**config.mk**
```make
export PLATFORM = sky130hd
export DESIGN_NAME = player_move_ctrl
export DESIGN_NICKNAME = d
export VERILOG_FILES = /design/src/rtl/maze_pkg.sv /design/src/rtl/btn_edge_sync.sv /design/src/rtl/player_move_ctrl.sv
export SDC_FILE = /design/constraint.sdc
export NUM_CORES = 1
export LEC_CHECK = 0
export ABC_AREA = 1
export CORE_MARGIN = 5
export CORE_UTILIZATION = 55
export DETAILED_ROUTE_END_ITERATION = 7
export PLACE_DENSITY_LB_ADDON = 0.12
export SLEW_MARGIN = 0
export SYNTH_ARGS = -nofsm -noshare
export SYNTH_HDL_FRONTEND = slang
export SYNTH_SLANG_ARGS = --single-unit
```
**constraint.sdc**
```tcl
create_clock -name clk -period 10.5 [get_ports clk]
set_input_delay 1.575 -clock clk [delete_from_list [all_inputs] [get_ports clk]]
set_output_delay 1.575 -clock clk [all_outputs]
set_load 0.05 [all_outputs]
```
**src/rtl/maze_pkg.sv**
```systemverilog
// Shared types and constants for the maze player-movement logic.
// Directions are encoded in round-robin order so "next" is a 2-bit increment.
package maze_pkg;

    typedef enum logic [1:0] {
        UP    = 2'd0,
        RIGHT = 2'd1,
        DOWN  = 2'd2,
        LEFT  = 2'd3
    } dir_t;

    typedef enum logic [1:0] {
        IDLE  = 2'd0,
        ARB   = 2'd1,
        CHECK = 2'd2
    } state_t;

    localparam int SCREEN_W        = 640;
    localparam int SCREEN_H        = 480;
    localparam int DEF_STEP        = 10;
    localparam int DEF_SIZE        = 15;
    localparam int DEF_START_X     = 55;
    localparam int DEF_START_Y     = 55;
    localparam int DEF_CHK_TIMEOUT = 15;

    // First pending direction at or after ptr, wrapping; ptr when nothing is pending.
    function automatic logic [1:0] rr_pick(input logic [3:0] pend, input logic [1:0] ptr);
        logic [1:0] pick;
        logic [1:0] idx;
        logic       hit;
        pick = ptr;
        hit  = 1'b0;
        for (int i = 0; i < 4; i++) begin
            idx = ptr + 2'(i);
            if (!hit && pend[idx]) begin
                pick = idx;
                hit  = 1'b1;
            end
        end
        return pick;
    endfunction

endpackage

```
**src/rtl/btn_edge_sync.sv**
```systemverilog
// Two-flop synchronizer for a raw push button followed by a rising-edge pulse.
// The pulse is combinational from the synchronized level, one cycle wide.
module btn_edge_sync (
    input  logic clk,
    input  logic rst_n,
    input  logic btn,
    output logic rise
);

    logic meta_reg;
    logic sync_reg;
    logic prev_reg;

    always_ff @(posedge clk or negedge rst_n) begin
        if (!rst_n) begin
            meta_reg <= 1'b0;
            sync_reg <= 1'b0;
            prev_reg <= 1'b0;
        end else begin
            meta_reg <= btn;
            sync_reg <= meta_reg;
            prev_reg <= sync_reg;
        end
    end

    assign rise = sync_reg & ~prev_reg;

endmodule

```
**src/rtl/player_move_ctrl.sv**
```systemverilog
// Sequences player-square movement: captures button requests, grants one per frame
// round-robin, bounds-checks the candidate and confirms it with the maze checker.
module player_move_ctrl
    import maze_pkg::*;
#(
    parameter int STEP        = DEF_STEP,
    parameter int SIZE        = DEF_SIZE,
    parameter int START_X     = DEF_START_X,
    parameter int START_Y     = DEF_START_Y,
    parameter int X_MAX       = SCREEN_W - 1,
    parameter int Y_MAX       = SCREEN_H - 1,
    parameter int CHK_TIMEOUT = DEF_CHK_TIMEOUT
) (
    input  logic       clk,
    input  logic       rst_n,
    input  logic       frame_tick,
    input  logic       btn_up,
    input  logic       btn_down,
    input  logic       btn_left,
    input  logic       btn_right,
    output logic       chk_valid,
    output logic [9:0] chk_left,
    output logic [9:0] chk_right,
    output logic [9:0] chk_top,
    output logic [9:0] chk_bottom,
    input  logic       chk_done,
    input  logic       chk_ok,
    output logic [9:0] sq_left,
    output logic [9:0] sq_right,
    output logic [9:0] sq_top,
    output logic [9:0] sq_bottom,
    output logic       move_ok,
    output logic       move_blocked,
    output logic       busy
);

    localparam int TW = (CHK_TIMEOUT > 1) ? $clog2(CHK_TIMEOUT) : 1;
    localparam logic [10:0] STEP11 = 11'(STEP);
    localparam logic [10:0] XMAX11 = 11'(X_MAX);
    localparam logic [10:0] YMAX11 = 11'(Y_MAX);
    localparam logic [9:0]  RST_L  = 10'(START_X);
    localparam logic [9:0]  RST_R  = 10'(START_X + SIZE);
    localparam logic [9:0]  RST_T  = 10'(START_Y);
    localparam logic [9:0]  RST_B  = 10'(START_Y + SIZE);

    logic [3:0]    btn_vec;
    logic [3:0]    rise;
    logic [3:0]    pend_reg;
    logic [3:0]    clr_mask;
    dir_t          ptr_reg;
    state_t        state_reg;
    logic [TW-1:0] tmo_cnt_reg;
    logic [1:0]    grant;
    logic [10:0]   cand_left;
    logic [10:0]   cand_right;
    logic [10:0]   cand_top;
    logic [10:0]   cand_bottom;
    logic          out_of_bounds;

    assign btn_vec = {btn_left, btn_down, btn_right, btn_up};

    for (genvar gi = 0; gi < 4; gi++) begin : g_sync
        btn_edge_sync u_sync (
            .clk  (clk),
            .rst_n(rst_n),
            .btn  (btn_vec[gi]),
            .rise (rise[gi])
        );
    end

    assign grant    = rr_pick(pend_reg, ptr_reg);
    assign clr_mask = (state_reg == ARB) ? (4'b0001 << grant) : 4'b0000;

    // 11-bit arithmetic: an underflow shows up in bit 10 instead of wrapping.
    always_comb begin
        cand_left   = {1'b0, sq_left};
        cand_right  = {1'b0, sq_right};
        cand_top    = {1'b0, sq_top};
        cand_bottom = {1'b0, sq_bottom};
        case (dir_t'(grant))
            UP: begin
                cand_top    = cand_top - STEP11;
                cand_bottom = cand_bottom - STEP11;
            end
            DOWN: begin
                cand_top    = cand_top + STEP11;
                cand_bottom = cand_bottom + STEP11;
            end
            LEFT: begin
                cand_left   = cand_left - STEP11;
                cand_right  = cand_right - STEP11;
            end
            default: begin
                cand_left   = cand_left + STEP11;
                cand_right  = cand_right + STEP11;
            end
        endcase
    end

    assign out_of_bounds = cand_left[10] | cand_top[10] |
                           (cand_right > XMAX11) | (cand_bottom > YMAX11);

    always_ff @(posedge clk or negedge rst_n) begin
        if (!rst_n) begin
            state_reg    <= IDLE;
            ptr_reg      <= UP;
            pend_reg     <= 4'b0000;
            tmo_cnt_reg  <= '0;
            chk_valid    <= 1'b0;
            chk_left     <= RST_L;
            chk_right    <= RST_R;
            chk_top      <= RST_T;
            chk_bottom   <= RST_B;
            sq_left      <= RST_L;
            sq_right     <= RST_R;
            sq_top       <= RST_T;
            sq_bottom    <= RST_B;
            move_ok      <= 1'b0;
            move_blocked <= 1'b0;
            busy         <= 1'b0;
        end else begin
            move_ok      <= 1'b0;
            move_blocked <= 1'b0;
            // A fresh edge on the direction just granted re-arms it.
            pend_reg     <= (pend_reg & ~clr_mask) | rise;

            case (state_reg)
                IDLE: begin
                    if (frame_tick && (|pend_reg)) begin
                        state_reg <= ARB;
                        busy      <= 1'b1;
                    end
                end

                ARB: begin
                    ptr_reg <= dir_t'(grant + 2'd1);
                    if (out_of_bounds) begin
                        move_blocked <= 1'b1;
                        state_reg    <= IDLE;
                        busy         <= 1'b0;
                    end else begin
                        chk_left    <= cand_left[9:0];
                        chk_right   <= cand_right[9:0];
                        chk_top     <= cand_top[9:0];
                        chk_bottom  <= cand_bottom[9:0];
                        chk_valid   <= 1'b1;
                        tmo_cnt_reg <= '0;
                        state_reg   <= CHECK;
                    end
                end

                CHECK: begin
                    if (chk_done && chk_ok) begin
                        sq_left    <= chk_left;
                        sq_right   <= chk_right;
                        sq_top     <= chk_top;
                        sq_bottom  <= chk_bottom;
                        move_ok    <= 1'b1;
                        chk_valid  <= 1'b0;
                        state_reg  <= IDLE;
                        busy       <= 1'b0;
                    end else if (chk_done || (tmo_cnt_reg == TW'(CHK_TIMEOUT - 1))) begin
                        chk_left     <= sq_left;
                        chk_right    <= sq_right;
                        chk_top      <= sq_top;
                        chk_bottom   <= sq_bottom;
                        move_blocked <= 1'b1;
                        chk_valid    <= 1'b0;
                        state_reg    <= IDLE;
                        busy         <= 1'b0;
                    end else begin
                        tmo_cnt_reg <= tmo_cnt_reg + 1'b1;
                    end
                end

                default: begin
                    state_reg <= IDLE;
                    chk_valid <= 1'b0;
                    busy      <= 1'b0;
                end
            endcase
        end
    end

endmodule

```
Word level (Yosys, flattened, before mapping)

Cells that the tools add are included.

$add $sub $neg: 13
Multipliers: 0
Div/mod/pow operators: 0
Magnitude comparators: 6
Eq/ne operators: 12
Shifts and indexed selects: 1
Multiplexer cells: 57
Bitwise operators: 15
Reductions and logical operators: 20

Operators with widths:

| cell                    | number |
|---|---|
| $mux W10                | 12 |
| $pmux W11 S2            | 4 |
| $pmux W10 S2            | 4 |
| $add A10 B4 Y11 const B | 4 |
| $sub A10 B4 Y11 const B | 4 |
| $mux W1                 | 17 |
| $mux W4                 | 4 |
| $mux W2                 | 7 |
| $lt A2 B3 Y1 const B    | 4 |
| $ne A2 B2 Y1 const B    | 6 |
| $gt A11 B10 Y1 const B  | 1 |
| $gt A11 B9 Y1 const B   | 1 |
| $bmux W1 S2             | 4 |
| $pmux W4 S2             | 1 |
| $reduce_and A4 Y1       | 2 |
| $eq A2 B2 Y1 const B    | 3 |
| $pmux W1 S3             | 2 |
| $pmux W2 S3             | 1 |
| $reduce_and A3 Y1       | 2 |
| $logic_and A1 B1 Y1     | 5 |
| $not A1 Y1              | 5 |
| $add A2 B1 Y2 const B   | 2 |
| $add A2 B2 Y2 const B   | 2 |
| $add A4 B1 Y4 const B   | 1 |
| other kinds (17)        | 26 |

Flip-flop bits (word level): 108
Latch bits: 0
Bits in writable memories: 0
ROM bits: 0
Input port bits: 9
Output and inout bits: 84
Logic and storage cells: 152
Memories kept: 0

Longest topological paths before layout

Gate-level depths: netlist (run 1).

Word-level depth: 20
Depth in mapped cells: 32
Gate-level depth less buffers: 30

Modules after synthesis

From an unflattened synthesis (run 1), not the netlist that was laid out.

Cells, all modules: 909
Area, all modules: 6882.9 um^2

By module, submodules not included:

| module           | instances | cells each | area an instance (um^2) | seq. area each (um^2) |
|---|---|---|---|---|
| player_move_ctrl | 1         | 889        | 6542.5                  | 2442.3 |
| btn_edge_sync    | 4         | 5          | 85.1                    | 75.1 |

Worst setup path after synthesis (run 1)

No wires, ideal clock.

Kind: register -> register
Start point: reg ptr_reg[0]
End point: reg tmo_cnt_reg[2]
Library setup time: 0.117 ns
Arrival: 3.843 ns
Data required time: 10.383 ns
Slack: 6.540 ns
Stages on the path, launching flop included: 27
Buffers on the path: 2
Period minus slack after synthesis: 3.960 ns
Cells stage by stage: dfrtp_1 -> buf_4 -> o21ai_0 -> o21ai_0 -> o31ai_1 -> xor2_1 -> nand2_1 -> o21ai_0 -> inv_1 -> ha_1 -> inv_1 -> ha_1 -> a21oi_2 -> nor2_1 -> nor2_1 -> nand2_1 -> nand2_1 -> nand3_1 -> nand2_1 -> nand2_1 -> a21oi_2 -> nand3_1 -> nand2_2 -> buf_6 -> nand3_1 -> nand2_1 -> nand2_1

Word-level cells in the longest chain between the ends: 20
Elaborated cells on any way between the ends: 38
Those cells by class: add/sub: 3; order compare: 2; eq/ne: 3; mux: 18; bitwise: 3; reduce/logical: 9

RTL lines:

| element                                                 | RTL line                                         | text |
|---|---|---|
| start: declaration                                      | player_move_ctrl.sv:50                           | `dir_t ptr_reg;` |
| start signal: assignment                                | player_move_ctrl.sv:136                          | `ptr_reg <= dir_t'(grant + 2'd1);` |
| branches (longest 11 deep; another with $add A2 B1 Y2)  | -                                                |  |
| $mux W2 (*)                                             | maze_pkg.sv:35                                   | `if (!hit && pend[idx]) begin` |
| $eq A2 B2 Y1 / $logic_not A2 Y1 (equally long branches) | player_move_ctrl.sv:80                           | `case (dir_t'(grant))` |
| $reduce_or A2 Y1 (no source line)                       | -                                                |  |
| $pmux W11 S2                                            | player_move_ctrl.sv:80                           |  |
| $gt A11 B10 Y1 / $or A1 B1 Y1 (equally long branches)   | player_move_ctrl.sv:101, player_move_ctrl.sv:100 |  |
| $or A1 B1 Y1                                            | player_move_ctrl.sv:100                          | `assign out_of_bounds = cand_left[10] \| cand_top[10] \|` |
| $or A1 B1 Y1 (*)                                        | player_move_ctrl.sv:101                          | `(cand_right > XMAX11) \| (cand_bottom > YMAX11);` |
| $ne A2 B2 Y1 (no source line) (*)                       | -                                                |  |
| $reduce_and A4 Y1 (no source line) (*)                  | -                                                |  |
| end signal: assignment                                  | player_move_ctrl.sv:172                          | `tmo_cnt_reg <= tmo_cnt_reg + 1'b1;` |
| end: declaration                                        | player_move_ctrl.sv:52                           | `logic [TW-1:0] tmo_cnt_reg;` |

Every way passes the cells marked *. The select of a mux whose other input is x is not followed.
A chain may end at the register's enable or synchronous reset.

Worst setup path in the final report (run 1)

Start point: reg ptr_reg[0]
End point: reg chk_right[5]

Word-level cells in the longest chain between the ends: 20
Elaborated cells on any way between the ends: 40
Those cells by class: add/sub: 3; order compare: 2; eq/ne: 3; mux: 20; bitwise: 3; reduce/logical: 9

RTL lines:

| element                                                 | RTL line                                         | text |
|---|---|---|
| branches (longest 11 deep; another with $add A2 B1 Y2)  | -                                                |  |
| $mux W2 (*)                                             | maze_pkg.sv:35                                   |  |
| $eq A2 B2 Y1 / $logic_not A2 Y1 (equally long branches) | player_move_ctrl.sv:80                           |  |
| $reduce_or A2 Y1 (no source line)                       | -                                                |  |
| $pmux W11 S2                                            | player_move_ctrl.sv:80                           |  |
| $gt A11 B10 Y1 / $or A1 B1 Y1 (equally long branches)   | player_move_ctrl.sv:101, player_move_ctrl.sv:100 |  |
| $or A1 B1 Y1                                            | player_move_ctrl.sv:100                          |  |
| $or A1 B1 Y1                                            | player_move_ctrl.sv:101                          |  |
| $ne A2 B2 Y1 (no source line)                           | -                                                |  |
| $reduce_and A4 Y1 (no source line)                      | -                                                |  |
| end signal: assignment                                  | player_move_ctrl.sv:143                          | `chk_right <= cand_right[9:0];` |
| end signal: assignment                                  | player_move_ctrl.sv:164                          | `chk_right <= sq_right;` |
| end: declaration                                        | player_move_ctrl.sv:23                           | `output logic [9:0] chk_right,` |

Marked as above.

==> impl_metrics.csv, run 1 <==
group,metric,value,unit
layout,mostFrequentLayoutCells,"nand2_1 (354), clkdlybuf4s50_1 (91), inv_1 (81)",
die,coreArea,12100,µm²
clock_tree,cts-htree-levels,3,
synth,synth_edf_count,0,
placement,io_buffers,92,
die,pin_count,93,
die,start_util,56.3,%
clock_tree,holdBufCountCts,0,
global_route,antenna_found_initial,0,
clock_tree,post_cts_buffers,0,
global_route,track_usage,24.4,%
run,cap_violations,0,
sta,fin_setup_tns,0,ns
critical_path,crit_fanout,47,
synth,yosysSeqAreaShare,40.4,%
global_route,grt_pass1_wl,28900,µm
sta,final_max_slew_viol_count,0,
die,rows,40,
worst_hold_path,min_path_type,"flip-flop to flip-flop",
layout,fill_cells,1066,
layout,diodes,0,
sta,hold_violations,0,
layout,final_common_cell,"nand2_1",
clock_tree,clockRootBuffer,"clkbuf_16",
sta,slew-limit-headroom,31.6,%
critical_path,end_kind,"flip-flop",
clock_tree,clock_sinks,108,
die,dieArea,14700,µm²
synth,ys_seq_elements,108,
sta,tightest_slew,1.03,ns
clock_tree,cts_tree,"done",
critical_path,crit_required,10.74,ns
synth,syn_area,6800,µm²
drt,ant_nets,0,
synth,yosys-top-cells-area,"dfrtp_1 (28%), nand2_1 (20%), dfstp_2 (12%)",
placement,place_congestion,0.936,
drt,wl,16900,µm
clock_tree,cts.reportedPaths.clkPinSlew,0.07,ns
sta,setup_viol,0,
worst_hold_path,min_path_cells,0,
synth,syn-num-nets,955,
global_route,grt_overflow,0,
global_route,grt_max_degree,56,
sta,fmax,158,MHz
layout,nNetsFinal,1029,
synth,synth-warning-count,0,
clock_tree,clkLatencyLatePin,0.36,ns
sta,fin_crit,6.32,ns
sta,fin_worst_skew,0.00734,ns
critical_path,worstPathArrival,6.56,ns
synth,avgSynthCellArea,7.54,µm²
clock_tree,cts_made_buffers,9,
drt,drc,0,
layout,seq_area,2740,µm²
clock_tree,post_cts_resized,0,
clock_tree,clock_path_buffers,2,
layout,multi_input_area,3510,µm²
synth,dominantRegCellSynth,"dfrtp_1",
layout,syn_to_final_growth,17.8,%
placement,dp_hpwl,11500,µm
sta,rsz0062_at_grt,"no",
die,die_y,121,µm
drt,vias,6131,
critical_path,path_class,"flip-flop to flip-flop",
drt,wl_per_cell,14.7,µm
critical_path,startpoint_type,"flip-flop",
die,die_w,121,µm
drt,drt_pass1_iterations,5,
synth,synth_top_area_share,28.0,%
sta,finalCritPeriodShare,60.1,%
drt,routed_via_density,5.35,
layout,drive_above_1_share,8.27,%
synth,yosys.area.top_type,"dfrtp_1",
global_route,grt_pass1_vias,5897,
synth,synthArstFlopShare,100,%
run_status,status,"finished clean",
synth,yosysUniqueCellTypes,41,
drt,drt_iter0_drc,464,
critical_path,r2r_cells,26,
synth,synthCells,901,
==> final cells by class <==
| cell class | count | area share, % |
|---|---|---|
| Multi-Input combinational cell | 672 | 43.9 |
| Inverter | 89 | 4.17 |
| Sequential cell | 108 | 34.2 |
| Tap cell | 168 | 2.63 |
| Timing Repair Buffer | 95 | 11.7 |
| Clock inverter | 6 | 0.500 |
| Clock buffer | 9 | 2.81 |
==> critical path, stage by stage, from the launching register on <==
cell	delay (ns)
dfrtp_1	0.50
xnor2_2	0.27
inv_1	0.08
nand2_1	0.08
nand2_2	0.07
o31ai_1	0.30
xor2_1	0.11
nand2_1	0.06
o21ai_0	0.14
inv_1	0.12
ha_1	0.66
inv_1	0.34
ha_1	0.43
nand2_1	0.12
nand3_2	0.13
nand2_1	0.11
nand2_1	0.05
nand2_1	0.06
nand3_1	0.07
nand2_1	0.09
nand2_1	0.07
a21oi_2	0.17
nand3_1	0.11
nand2_2	0.69
nand3_2	0.98
nand2_1	0.27
nand2_1	0.08
==> layer usage <==
metal	up-vias	share of wire [%]	wire [µm]	GRT usage [%]
li1	3076	-	-	-
met1	2882	46	7830	33.1
met2	154	47	7970	39.8
met3	19	5.2	877	5.50
met4	0	1.4	238	6.37
met5	-	0	0	0
==> stage by stage <==
step / instances / utilization [%] / cell area (µm²) / hold WS, ns / setup WS [ns]
floorplan: 901 / - / 6800 / 0.331 / 6.54
global placement: 1132 / 64.2 / 7740 / 0.333 / 4.40
detailed placement: 1132 / 64.2 / 7740 / 0.336 / 4.22
CTS: 1147 / 66.4 / 8010 / 0.353 / 4.19
global route: 1147 / 66.4 / 8010 / 0.357 / 3.55
finish: 1147 / 66.4 / 8010 / 0.351 / 4.18
==> final timing paths <==
path,startpoint,end,slack [ns]
max in group asynchronous,rst_n,chk_bottom[8]$_DFFE_PN0P_,8.12
max reg2reg,ptr_reg[0]$_DFFE_PN0P_,chk_right[5]$_DFFE_PN0P_,4.18
max,ptr_reg[0]$_DFFE_PN0P_,chk_right[5]$_DFFE_PN0P_,4.18
min in group asynchronous,rst_n,sq_left[3]$_DFFE_PN0P_,1.24
min,g_sync[1].u_sync.meta_reg$_DFF_PN0_,g_sync[1].u_sync.sync_reg$_DFF_PN0_,0.35
min reg2reg,g_sync[1].u_sync.meta_reg$_DFF_PN0_,g_sync[1].u_sync.sync_reg$_DFF_PN0_,0.35
==> synth_stat cells, types with 3 or more instances <==
cell type    n
o21ai_0     61
xor2_1      12
nand4_1     53
nand2_1    354
inv_2        8
clkbuf_1    11
nor2_2       3
xnor2_1      8
or2_2        4
a21oi_1     24
buf_2       11
nand3_1     41
inv_1       81
a21oi_2      3
dfstp_2     32
o21bai_1     6
nand2_2      6
dfrtp_1     76
o21ai_1      5
o21a_1       3
nor2_1      25
buf_4        4
ha_1        41
buf_8        4
fa_1         4
==> logic make-up after synthesis <==
group / after synthesis / synth area share, %
fa+ha+maj: 45 / 8.73
compound gates: 114 / 9.35
buf+inv: 121 / 7.99
flops: 108 / 40.4
xor+xnor: 21 / 2.82
simple gates: 492 / 30.7
Power of run 1 is not shown: default switching activity piles up to over one toggle a cycle in this logic, so the estimate is an artifact.
==> run 2, diff against run 1 <==
CORE_UTILIZATION = 50   (was 55)
clock period = 5.08 ns   (was 10.5 ns; I/O delays follow)
==> run 2 against run 1 <==
Fmax is 43% higher. Non-clock buffer count up 9. Routed wire length grew 2.6%. Die area up 9.2%. Global-route usage decreased by 2.3 points. Highest routed layer unchanged. Worst setup slack lost 3.5 ns. Critical path depth decreased by 1. Clock skew shrank 0.0025 ns. Sequential share of layout area shrank 0.62 points.
==> impl_metrics.csv, run 2 (synthesized netlist as in run 1, its figures left out) <==
group,metric,value,unit
run_status,status,"finished clean",
critical_path,worstPathArrival,4.67,ns
sta,slew-limit-headroom,46.2,%
layout,syn_to_final_growth,20.0,%
global_route,grt_pass1_wl,29300,µm
critical_path,crit_buf_inv,5,
clock_tree,clock_sinks,108,
sta,fmax,226,MHz
clock_tree,cts.reportedPaths.clkPinSlew,0.07,ns
drt,drt_pass1_iterations,5,
critical_path,path_class,"flip-flop to flip-flop",
global_route,grt_overflow,0,
layout,drive_above_1_share,9.10,%
drt,routed_via_density,5.26,
critical_path,slowest_delay,0.50,ns
critical_path,end_kind,"flip-flop",
global_route,grt_max_degree,60,
critical_path,startpoint_type,"flip-flop",
drt,vias,6125,
drt,drt_iter0_drc,392,
die,pin_count,93,
critical_path,crit_fanout,29,
sta,fin_setup_tns,0,ns
clock_tree,clkLatencyLatePin,0.36,ns
die,coreArea,13300,µm²
layout,diodes,0,
sta,final_max_slew_viol_count,0,
global_route,antenna_found_initial,0,
sta,fin_worst_skew,0.00488,ns
critical_path,cp_top_family,"simple AND/OR/NAND/NOR gates",
layout,nNetsFinal,1038,
sta,finalCritPeriodShare,86.9,%
critical_path,critical_path.slowest_cell,"dfrtp_1",
placement,place_congestion,0.880,
drt,drc,0,
sta,hold_violations,0,
die,rows,42,
clock_tree,clock_path_buffers,2,
critical_path,crit_required,5.33,ns
sta,fin_crit,4.42,ns
clock_tree,clockRootBuffer,"clkbuf_16",
die,start_util,51.1,%
placement,dp_hpwl,12000,µm
critical_path,cpMostUsedCell,"nand2_1",
die,die_w,127,µm
global_route,track_usage,22.1,%
sta,setup_viol,0,
sta,rsz0062_at_grt,"no",
drt,wl,17300,µm
clock_tree,holdBufCountCts,0,
clock_tree,cts-htree-levels,3,
clock_tree,cts_tree,"done",
run,cap_violations,0,
die,dieArea,16000,µm²
sta,tightest_slew,0.806,ns
global_route,grt_pass1_vias,5924,
layout,instances_no_fill,1165,
placement,dp.cells,1147,
die,die_y,127,µm
layout,mostFrequentLayoutCells,"nand2_1 (354), clkdlybuf4s50_1 (91), inv_1 (80)",
placement,io_buffers,92,
drt,ant_nets,0,
clock_tree,cts_made_buffers,9,
layout,final_common_cell,"nand2_1",
drt,wl_per_cell,14.9,µm
worst_hold_path,min_path_type,"flip-flop to flip-flop",
-- run 2: cell count changes in the layout (fill, tap and decap cells not counted), sizes merged --
cell and delta:
bufinv +2, clkinv -2, clkinvlp +1, buf +9, inv -3, clkbuf +3
-- run 2: final cells by class --
class	count	area (µm²)
Clock buffer	12	246
Clock inverter	4	72.6
Fill cell	1219	5140
Inverter	89	338
Multi-Input combinational cell	672	3510
Sequential cell	108	2740
Tap cell	176	220
Timing Repair Buffer	104	1020
-- run 2: repair_timing --
item / 4_1_cts / 5_1_grt
buffers inserted: 0 / 2
gates resized for setup: 0 / 1
endpoints found under the setup margin: 0 / 45
-- run 2: worst register-to-register path, cell delays in order (launching register included) --
cell and delay [ns]:
dfrtp_1 0.50, o21ai_0 0.32, o21ai_0 0.15, o31ai_1 0.29, xor2_1 0.10, nand2_1 0.06
o21ai_0 0.13, inv_1 0.12, ha_1 0.22, clkinvlp_4 0.14, buf_4 0.20, ha_1 0.36
inv_1 0.10, nor3_1 0.30, nand3_1 0.14, nand3_1 0.11, nand2_1 0.05, nand2_1 0.06
nand2_1 0.05, nand2_1 0.08, nand3_1 0.09, nand2_2 0.18, nand3_2 0.10, buf_4 0.27
nand2_1 0.12, nand2_1 0.05
-- run 2: metal layers --
layer  up-vias  global-route usage [%]  part of all wire [%]
li1       3096                       -                     -
met1      2889                    30.8                    47
met2       124                    36.2                    47
met3        16                    3.19                   4.1
met4         0                    6.44                   1.4
met5         -                       0                     0
-- run 2: final timing paths --
kind / endpoint / from / cells past startpoint / slack (ns)
worst max register to register: chk_bottom[0]$_DFFE_PN0P_ / ptr_reg[0]$_DFFE_PN0P_ / 25 / 0.66
worst max-delay path: chk_bottom[0]$_DFFE_PN0P_ / ptr_reg[0]$_DFFE_PN0P_ / 25 / 0.66
max in group asynchronous: pend_reg[2]$_DFF_PN0_ / rst_n / 2 / 3.49
worst min register to register: g_sync[0].u_sync.sync_reg$_DFF_PN0_ / g_sync[0].u_sync.meta_reg$_DFF_PN0_ / 0 / 0.35
min in group asynchronous: sq_right[4]$_DFFE_PN0P_ / rst_n / 1 / 0.41
worst min-delay path: g_sync[0].u_sync.sync_reg$_DFF_PN0_ / g_sync[0].u_sync.meta_reg$_DFF_PN0_ / 0 / 0.35
-- run 2: through the flow --
stage                     area [µm²]  setup WS, ns  util [%]  hold WS, ns
after floorplan                 6800          1.12         -        0.331
after global placement          7800         0.486      58.7        0.331
after detailed placement        7800         0.408      58.7        0.335
after CTS                       8120         0.385      61.1        0.350
after global routing            8160        0.0716      61.3        0.360
final                           8160         0.664      61.3        0.351
Power of run 2 is left out for the same reason.
==> run 3, diff against run 2 <==
CORE_UTILIZATION = 35   (was 50)
==> run 3 against run 2 <==
Non-clock buffer count down 1. Fmax down 2.9%. Worst setup slack worse by 0.13 ns. Core utilization down 19 points. Critical path depth down 1. Via count down 2.2%. Die area up 39%. Hold slack better by 0.0037 ns. Final area up 0.97%. Clock-buffer cell count down 3. Routed wire length up 7.7%. Global-route usage down 4.8 points. Critical path type unchanged. Critical endpoint is now chk_right[6]$_DFFE_PN1P_. Highest routed layer unchanged.
==> impl_metrics.csv, run 3 (synthesized netlist as in run 1, its figures left out) <==
group,metric,value,unit
drt,vias,5989,
layout,post-route-util,42.7,%
clock_tree,clock_sinks,108,
placement,dpl_cell_area,7920,µm²
layout,diodes,0,
global_route,antenna_found_initial,0,
global_route,track_usage,17.3,%
critical_path,end_kind,"flip-flop",
sta,fin_worst_skew,0.00827,ns
clock_tree,cts-htree-levels,3,
global_route,grt_pass1_vias,5826,
sta,slew-limit-headroom,40.6,%
die,coreArea,19300,µm²
sta,fin_setup_tns,0,ns
die,rows,51,
layout,fill_cells,2019,
die,pin_count,93,
die,die_y,149,µm
drt,routed_via_density,4.78,
sta,finalCritPeriodShare,89.5,%
drt,ant_nets,0,
layout,syn_to_final_growth,21.2,%
clock_tree,clkLatencyLatePin,0.37,ns
layout,instances_no_fill,1253,
global_route,grt_pass1_wl,30900,µm
sta,setup_viol,0,
worst_hold_path,min_path_type,"flip-flop to flip-flop",
global_route,grt_max_degree,71,
drt,drt_pass1_iterations,4,
critical_path,cp_cell_sequence,"o21ai_0 > o21ai_0 > o31ai_1 > xor2_1 > nand2_1 > o21ai_0 > inv_1 > ha_1 > clkinvlp_4 > ha_1 > inv_1 > nor3_1 > nand3_1 > nand3_1 > nand2_1 > nand2_1 > nand2_1 > nand2_1 > nand3_1 > nand2_2 > buf_4 > buf_4 > nand4_1 > nand2_1",
critical_path,worstPathArrival,4.86,ns
clock_tree,post_cts_buffers,0,
clock_tree,cts.reportedPaths.clkPinSlew,0.08,ns
die,start_util,35.3,%
die,die_w,149,µm
placement,dp_hpwl,13100,µm
placement,io_buffers,92,
sta,final_max_slew_viol_count,0,
run,cap_violations,0,
layout,nNetsFinal,1037,
layout,postLayoutCellArea,8230,µm²
critical_path,critical_path.slowest_cell,"dfrtp_1",
clock_tree,cts_tree,"done",
drt,wl_per_cell,14.9,µm
layout,drive_above_1_share,9.21,%
clock_tree,clock_path_buffers,2,
sta,tightest_slew,0.891,ns
sta,hold_violations,0,
critical_path,slowest_delay,0.50,ns
critical_path,startpoint_type,"flip-flop",
sta,fin_crit,4.55,ns
critical_path,cpMostUsedCell,"nand2_1",
clock_tree,clockRootBuffer,"clkbuf_16",
drt,drc,0,
layout,mostFrequentLayoutCells,"nand2_1 (354), clkdlybuf4s50_1 (91), inv_1 (80)",
layout,final_common_cell,"nand2_1",
global_route,grt_overflow,0,
critical_path,crit_fanout,17,
run_status,status,"finished clean",
clock_tree,cts_made_buffers,9,
placement,place_congestion,0.859,
die,dieArea,22300,µm²
sta,fmax,220,MHz
sta,rsz0062_at_grt,"no",
drt,drt_iter0_drc,344,
critical_path,crit_required,5.39,ns
critical_path,path_class,"flip-flop to flip-flop",
placement,dp.cells,1237,
drt,wl,18700,µm
-- run 3: what timing repair did --
item	CTS	global route
setup endpoints to repair	0	13
gates resized for setup	0	1
endpoints found under the hold margin	0	0
hold buffers	0	0
-- run 3: cell type report --
type	instances	area, µm²	share of cell area [%]
Tap cell	265	332	4.03
Timing Repair Buffer	103	1000	12.2
Sequential cell	108	2740	33.3
Clock buffer	9	225	2.74
Inverter	89	338	4.10
Multi-Input combinational cell	672	3510	42.7
Clock inverter	7	81.3	0.988
-- run 3: stage by stage --
| step | setup slack [ns] | hold WS [ns] |
|---|---|---|
| 6_report | 0.532 | 0.354 |
| 5_1_grt | 0.00540 | 0.360 |
| 4_1_cts | 0.469 | 0.357 |
| 3_5_place_dp | 0.503 | 0.339 |
| 3_3_place_gp | 0.605 | 0.340 |
| 2_1_floorplan | 1.12 | 0.331 |
-- run 3: critical path, delay by kind of cell (launching register included) --
kind                     cells  cell delay [ns]
XOR/XNOR                     1             0.10
flip-flops                   1             0.50
AO/OA/AOI/OAI                4             0.93
buffers and inverters        5             1.00
AND/OR/NAND/NOR             12             1.27
adder cells (fa/ha/maj)      2             0.70
-- run 3: final timing paths --
path | to | from | slack [ns] | cells past startpoint
worst max-delay path | chk_right[6]$_DFFE_PN1P_ | ptr_reg[0]$_DFFE_PN0P_ | 0.53 | 24
worst min-delay path | g_sync[0].u_sync.sync_reg$_DFF_PN0_ | g_sync[0].u_sync.meta_reg$_DFF_PN0_ | 0.35 | 0
worst max register to register | chk_right[6]$_DFFE_PN1P_ | ptr_reg[0]$_DFFE_PN0P_ | 0.53 | 24
worst min register to register | g_sync[0].u_sync.sync_reg$_DFF_PN0_ | g_sync[0].u_sync.meta_reg$_DFF_PN0_ | 0.35 | 0
max in group asynchronous | sq_top[1]$_DFFE_PN1P_ | rst_n | 3.52 | 2
min in group asynchronous | sq_left[6]$_DFFE_PN0P_ | rst_n | 0.51 | 1
-- run 3: per-layer routing --
metal | share of wire, % | GRT usage [%] | vias up | wire length, µm
met5 | 0 | 0 | - | 0
met4 | 1.5 | 4.53 | 0 | 272
li1 | - | - | 3106 | -
met3 | 3.6 | 3.16 | 19 | 679
met1 | 50 | 24.3 | 2760 | 9350
met2 | 45 | 27.7 | 104 | 8370
Power of run 3 is left out for the same reason.
